**src/rtl/apb_pkg.sv**
```systemverilog
// apb_pkg: shared APB master types, response codes and default timeout
package apb_pkg;
  typedef enum logic [1:0] {
    APB_IDLE   = 2'd0,
    APB_SETUP  = 2'd1,
    APB_ACCESS = 2'd2
  } apb_state_e;
  localparam logic [1:0] APB_RESP_OKAY   = 2'b00;
  localparam logic [1:0] APB_RESP_SLVERR = 2'b10;
  localparam int APB_TIMEOUT_CYCLES = 256;
endpackage

```
**src/rtl/apb_timeout_cnt.sv**
```systemverilog
// apb_timeout_cnt: counts ACCESS cycles without pready; expired on the last allowed cycle
module apb_timeout_cnt
  import apb_pkg::*;
#(
  parameter int TIMEOUT_CYCLES = APB_TIMEOUT_CYCLES
) (
  input  logic apb_clk,
  input  logic sys_aresetn,
  input  logic enable,
  input  logic clear,
  output logic expired
);
  localparam int W = TIMEOUT_CYCLES > 1 ? $clog2(TIMEOUT_CYCLES) : 1;
  logic [W-1:0] cnt;
  assign expired = enable && cnt == W'(TIMEOUT_CYCLES - 1);
  // count while enabled, restart on clear, saturate once expired
  always_ff @(posedge apb_clk or negedge sys_aresetn)
    if (!sys_aresetn) cnt <= '0;
    else if (clear) cnt <= '0;
    else if (enable && !expired) cnt <= cnt + 1'b1;
endmodule

```
**src/rtl/apb_master_fsm.sv**
```systemverilog
// apb_master_fsm: one APB transfer per start pulse; optional ACCESS timeout via APB_MASTER_TIMEOUT_EN
module apb_master_fsm
  import apb_pkg::*;
#(
  parameter int ADDR_WIDTH     = 32,
  parameter int DATA_WIDTH     = 32,
  parameter int TIMEOUT_CYCLES = APB_TIMEOUT_CYCLES
) (
  input  logic                    apb_clk,
  input  logic                    sys_aresetn,
  input  logic                    start_read,
  input  logic                    start_write,
  input  logic [ADDR_WIDTH-1:0]   req_addr,
  input  logic [DATA_WIDTH-1:0]   req_wdata,
  input  logic [DATA_WIDTH/8-1:0] req_wstrb,
  input  logic [2:0]              req_prot,
  output logic                    read_data_valid,
  output logic                    done_write,
  output logic [DATA_WIDTH-1:0]   rdata,
  output logic [1:0]              resp,
  output logic [ADDR_WIDTH-1:0]   paddr,
  output logic [DATA_WIDTH-1:0]   pwdata,
  output logic [DATA_WIDTH/8-1:0] pstrb,
  output logic [2:0]              pprot,
  output logic                    pwrite,
  output logic                    psel,
  output logic                    penable,
  input  logic [DATA_WIDTH-1:0]   prdata,
  input  logic                    pready,
  input  logic                    pslverr
);
  apb_state_e state;
  logic pend_rd, pend_wr, eff_rd, eff_wr, done, launch, timeout;
  // psel/penable decode straight from state so an async reset drops them at once
  assign psel    = state != APB_IDLE;
  assign penable = state == APB_ACCESS;
`ifdef APB_MASTER_TIMEOUT_EN
  apb_timeout_cnt #(.TIMEOUT_CYCLES(TIMEOUT_CYCLES)) u_timeout (
    .apb_clk     (apb_clk),
    .sys_aresetn (sys_aresetn),
    .enable      (state == APB_ACCESS && !pready),
    .clear       (state == APB_SETUP),
    .expired     (timeout)
  );
`else
  assign timeout = 1'b0;
`endif
  // a start arriving this cycle is treated like an already-pending one; read wins
  always_comb begin
    eff_rd = pend_rd | start_read;
    eff_wr = pend_wr | start_write;
    done   = state == APB_ACCESS && (pready || timeout);
    launch = (state == APB_IDLE || done) && (eff_rd || eff_wr);
  end
  // state and one-deep pending flags per direction
  always_ff @(posedge apb_clk or negedge sys_aresetn)
    if (!sys_aresetn) begin
      state   <= APB_IDLE;
      pend_rd <= 1'b0;
      pend_wr <= 1'b0;
    end else begin
      pend_rd <= eff_rd && !launch;
      pend_wr <= eff_wr && !(launch && !eff_rd);
      state   <= launch ? APB_SETUP : state == APB_SETUP ? APB_ACCESS : done ? APB_IDLE : state;
    end
  // request attributes captured at launch and held through ACCESS
  always_ff @(posedge apb_clk or negedge sys_aresetn)
    if (!sys_aresetn) begin
      paddr  <= '0;
      pwdata <= '0;
      pstrb  <= '0;
      pprot  <= '0;
      pwrite <= 1'b0;
    end else if (launch) begin
      paddr  <= req_addr;
      pwdata <= req_wdata;
      pstrb  <= req_wstrb;
      pprot  <= req_prot;
      pwrite <= !eff_rd;
    end
  // completion pulses and response/read data capture; a timeout reports SLVERR with zero data
  always_ff @(posedge apb_clk or negedge sys_aresetn)
    if (!sys_aresetn) begin
      read_data_valid <= 1'b0;
      done_write      <= 1'b0;
      rdata           <= '0;
      resp            <= APB_RESP_OKAY;
    end else begin
      read_data_valid <= done && !pwrite;
      done_write      <= done && pwrite;
      if (done) resp <= (!pready || pslverr) ? APB_RESP_SLVERR : APB_RESP_OKAY;
      if (done && !pwrite) rdata <= pready ? prdata : '0;
    end
endmodule

```
**config.mk**
```make
export PLATFORM = sky130hd
export DESIGN_NAME = apb_master_fsm
export DESIGN_NICKNAME = d
export VERILOG_FILES = /design/src/rtl/apb_pkg.sv /design/src/rtl/apb_timeout_cnt.sv /design/src/rtl/apb_master_fsm.sv
export SDC_FILE = /design/constraint.sdc
export NUM_CORES = 1
export LEC_CHECK = 0
export ABC_AREA = 1
export CAP_MARGIN = 25
export CORE_UTILIZATION = 35
export DETAILED_ROUTE_END_ITERATION = 10
export PLACE_DENSITY = 0.79
export SKIP_CTS_REPAIR_TIMING = 1
export SYNTH_ARGS = -nofsm -noshare
export SYNTH_HDL_FRONTEND = slang
export SYNTH_SLANG_ARGS = --single-unit
```
**constraint.sdc**
```tcl
create_clock -name apb_clk -period 1.6 [get_ports apb_clk]
set_clock_uncertainty 0.15 [all_clocks]
set_input_delay 0.32 -clock apb_clk [delete_from_list [all_inputs] [get_ports apb_clk]]
set_output_delay 0.32 -clock apb_clk [all_outputs]
set_load 0.1 [all_outputs]
```
# Word level (Yosys, flattened, before mapping)
# Index checks and enable logic that the tools add are counted.
# word_totals
regBits	112
latch_bits	0
ramBits	0
rom_bits	0
in_bits	109
output_inout_bits	110
wordCells	39
memories	0
# op_classes
n_addsub	0
mul	0
div_mod_pow	0
order_cmp	0
n_eq_ne	2
n_shift	0
muxes	5
bitwise_logic	2
reduce_logical	18
# op_table
cell	count
$mux 32	1
$mux 2	4
$logic_and 1x1->1	7
$logic_not 1->1	5
$logic_or 1x1->1	3
$reduce_bool 3->1	1
$eq 2x1->1 const B	1
$eq 2x2->1 const B	1
$logic_not 2->1	1
$or 1x1->1	2
$reduce_bool 2->1	1

# Longest topological paths before layout
# logic_depth
depth_word	7
depth_mapped	8
mapped_depth_nobuf	6

# Least setup slack after synthesis
# No wires, ideal clock.
# synth_path
kind	flip-flop to output port
start	reg state[1]
end	out penable
arrival_ns	1.744
t_required_ns	1.130
path_slack_ns	-0.614
stages_incl_launch_ff	4
path_buffers	1
cell_sequence	dfrtp_1 buf_4 inv_2 nor2_1
# synth_between
elab_chain_cells	1
# synth_lines
element	line_no	rtl
start, declared	apb_master_fsm.sv:32	apb_state_e state;
start signal, assigned	apb_master_fsm.sv:64	state <= launch ? APB_SETUP : state == APB_SETUP ? APB_ACCESS : done ? APB_IDLE : state;
$eq 2x2->1	apb_master_fsm.sv:36	assign penable = state == APB_ACCESS;
end, declared	apb_master_fsm.sv:27	output logic penable,
# Every way passes these cells.

# Worst setup path in the final report
# layout_path
start	reg state[0]
end	out psel
# layout_between
elab_chain_cells	1
# layout_lines
element	line_no	rtl
$reduce_bool 2->1	apb_master_fsm.sv:35	assign psel = state != APB_IDLE;
end, declared	apb_master_fsm.sv:26	output logic psel,
# Every way passes these cells.

==> flow_summary_export.csv <==
group,metric,value,unit
status,status,"finished, violations left",
status,violations,"setup timing",
synthesis,ys_top_cells_by_count,"nand2_1, dfrtp_1, nand3_1",
sta,period_share,100.6,%
synthesis,syn_inst,484,
cts,cts.sinks,111,
cts,cts-buffers-inserted,9,
route,met2_length,7450,microns
worst_setup_path,cp-start-kind,"register",
worst_setup_path,crit_path_cell_trace,"inv_2, nand2_4, buf_12",
synthesis,synth_fa_ha_area_share,0,%
die,coreArea,0.01272,sq mm
synthesis,yosysMostFrequentCell,"nand2_1",
placement,dp.cells,864,
route,vias,4312,
synthesis,synth-edff-count,0,
synthesis,yosysSeqAreaShare,60.11,%
cts,clk_pin_slew,0.07,ns
route,wl_met1,5113,microns
synthesis,synth_cell_types,21,
die,row_count,41,
route,wl_per_cell,16.04,microns
layout,syn_to_final_growth,85.59,%
flow_run,maxCapViolCount,0,
worst_setup_path,slowest_delay,0.45,ns
global_routing,antenna_found_initial,0,
global_routing,gr-total-overflow,0,
layout,drive_above_1_share,27.25,%
layout,regArea,0.002783,sq mm
route,met3_length,1267,microns
die,design.die.area,0.01367,sq mm
global_routing,grt_max_degree,62,
worst_setup_path,critPathKind,"register to output pin",
sta,finalMaxSlewViolations,0,
sta,setup_viol,1,
worst_setup_path,arrival,1.14,ns
synthesis,yosysTopAreaCellShare,60.11,%
worst_setup_path,r2r_cells,7,
route,highest_layer,"met4",
route,drc,0,
worst_setup_path,slowest_stage,"dfrtp_2",
global_routing,grt_pass1_wl,22070,microns
layout,final.fill_count,914,
sta,post-route-min-period,1.609,ns
worst_setup_path,cp-end-kind,"output pin",
route,drt_iter0_markers,266,
cts,htree_levels,3,
die,die_h,116.9,microns
synthesis,synth_compound_area_share,0.2166,%
synthesis,synth_area_leader_cell,"dfrtp_1",
die,die_w,116.9,microns
worst_setup_path,r2r-end,"pwdata[10]",
layout,n_antenna_cell,0,
worst_setup_path,worstPathRequired,1.13,ns
layout,final_nets,817,
synthesis,synth_xor_area_share,0,%
layout,post-route-util,67.41,%
placement,portBuffers,217,
sta,whs,0.2146,ns
placement,place_hpwl,10680,microns
synthesis,synth_top_family_by_area,"simple AND/OR/NAND/NOR gates",
cts,cts.path.max_buffers,2,
route,dr.pass1.iters,4,
cts,root_buffer,"clkbuf_16",
cts,cts_tree,"done",
worst_setup_path,worstPathMaxFanout,3,
route,antenna_left,0,
hold_path,hp-class,"input pin to asynchronous set/reset pin",
sta,hold_violations,0,
cts,insertion_delay,0.34,ns
sta,fmax,621.5,MHz
layout,final_cells,884,
layout,multiInputGateArea,0.001618,sq mm
worst_setup_path,timing.rr.start,"state[0]",
global_routing,grt_use_total,21.35,%
synthesis,ys_ff_latch,111,
placement,routabilityCongestion,0.7675,
global_routing,grt_pass1_vias,4452,
worst_setup_path,rrSetupSlack,0.11,ns
synthesis,synth-simple-area-share,34.28,%
die,start_util,36.32,%
synthesis,synthMuxAreaShare,0,%
route,wirelength,14180,microns
synthesis,yosys_most_used_dff,"dfrtp_1",
synthesis,synth.area.top_cells,"dfrtp_1, nand2_1, nand3_2, nand3_1, nand4_1",
synthesis,yosys_warnings,0,
synthesis,syn_area,0.004621,sq mm
sta,rsz0062_at_grt,"true",
synthesis,async_reset_ff_share,100.0,%
synthesis,syn_nets,593,
synthesis,synth_area_per_cell,9.547,sq um
die,io_pins,219,
route,viasPerCell,4.878,
sta,setup_slack,-0.008889,ns
-- cell type report --
type / instances / area share [%]
multi-input combinational: 331 / 18.86
sequential: 111 / 32.45
clock buffer: 14 / 2.962
inverter: 6 / 0.2626
clock inverter: 1 / 0.3502
tap: 172 / 2.509
timing repair buffer: 249 / 42.60
-- stage by stage --
step	area, sq um	TNS, ns	worst slack (ns)
after detailed placement	8238	-21.46	-0.2935
after global routing	8576	-0.09351	-0.05225
after CTS	8522	-0.09767	-0.05066
after global placement	8238	-14.46	-0.1806
final	8576	-0.008889	-0.008889
after floorplan	4627	-10.31	-0.1448
-- cells in the final DEF (no fill, tap or decap) --
cell type        count
dfrtp_1            109
clkdlybuf4s50_1    107
nor2_4               2
nor2_1               2
nor2_2               2
a21oi_1              1
nand3_2             30
dlygate4sd3_1        1
clkbuf_8             1
bufinv_16            1
inv_1                3
clkbuf_16            9
inv_2                2
nand4_1             32
buf_4               20
nand3_1             44
dfrtp_2              1
clkbuf_1             4
clkinv_1             1
o21ai_1              1
conb_1               1
dfrtp_4              1
buf_12             121
nand2_1            212
nand2_4              4
-- worst max-delay path by stage --
stage          slack [ns]   startpoint         end
2_1_floorplan       -0.14     state[1]    paddr[0]
3_3_place_gp        -0.18  start_write  pwdata[12]
3_5_place_dp        -0.29  start_write  pwdata[12]
4_1_cts             -0.05     state[0]     penable
5_1_grt             -0.05     state[0]        psel
6_report           -0.009     state[0]        psel
-- sequential cells by signal, summed over array words and instances, names as in the netlist --
| name | flops |
|---|---|
| done_write | 1 |
| pend_rd | 1 |
| pend_wr | 1 |
| read_data_valid | 1 |
| state | 2 |
| rdata | 32 |
| pstrb | 4 |
| pwrite | 1 |
| pwdata | 32 |
| resp | 1 |
| pprot | 3 |
| paddr | 32 |
-- cell families after synthesis --
logic type	count (synthesis)
and+or+nand+nor	328
DFF	111
buffers and inverters	42
AOI/OAI and AO/OA	2
other	1
-- worst max-delay path: cells and delay by family (launching register included) --
family / cells / cell delay, ns
and+or+nand+nor: 1 / 0.07
buffers and inverters: 2 / 0.27
DFF: 1 / 0.45
-- layer usage --
layer	GRT usage, %	up-vias
li1	-	2013
met4	9.705	0
met3	7.364	24
met1	23.44	2095
met5	0	-
met2	37.32	180
Power is left out: the tool's default activity adds up to more than one toggle a clock period on the data nets, which glitch-free logic cannot reach.
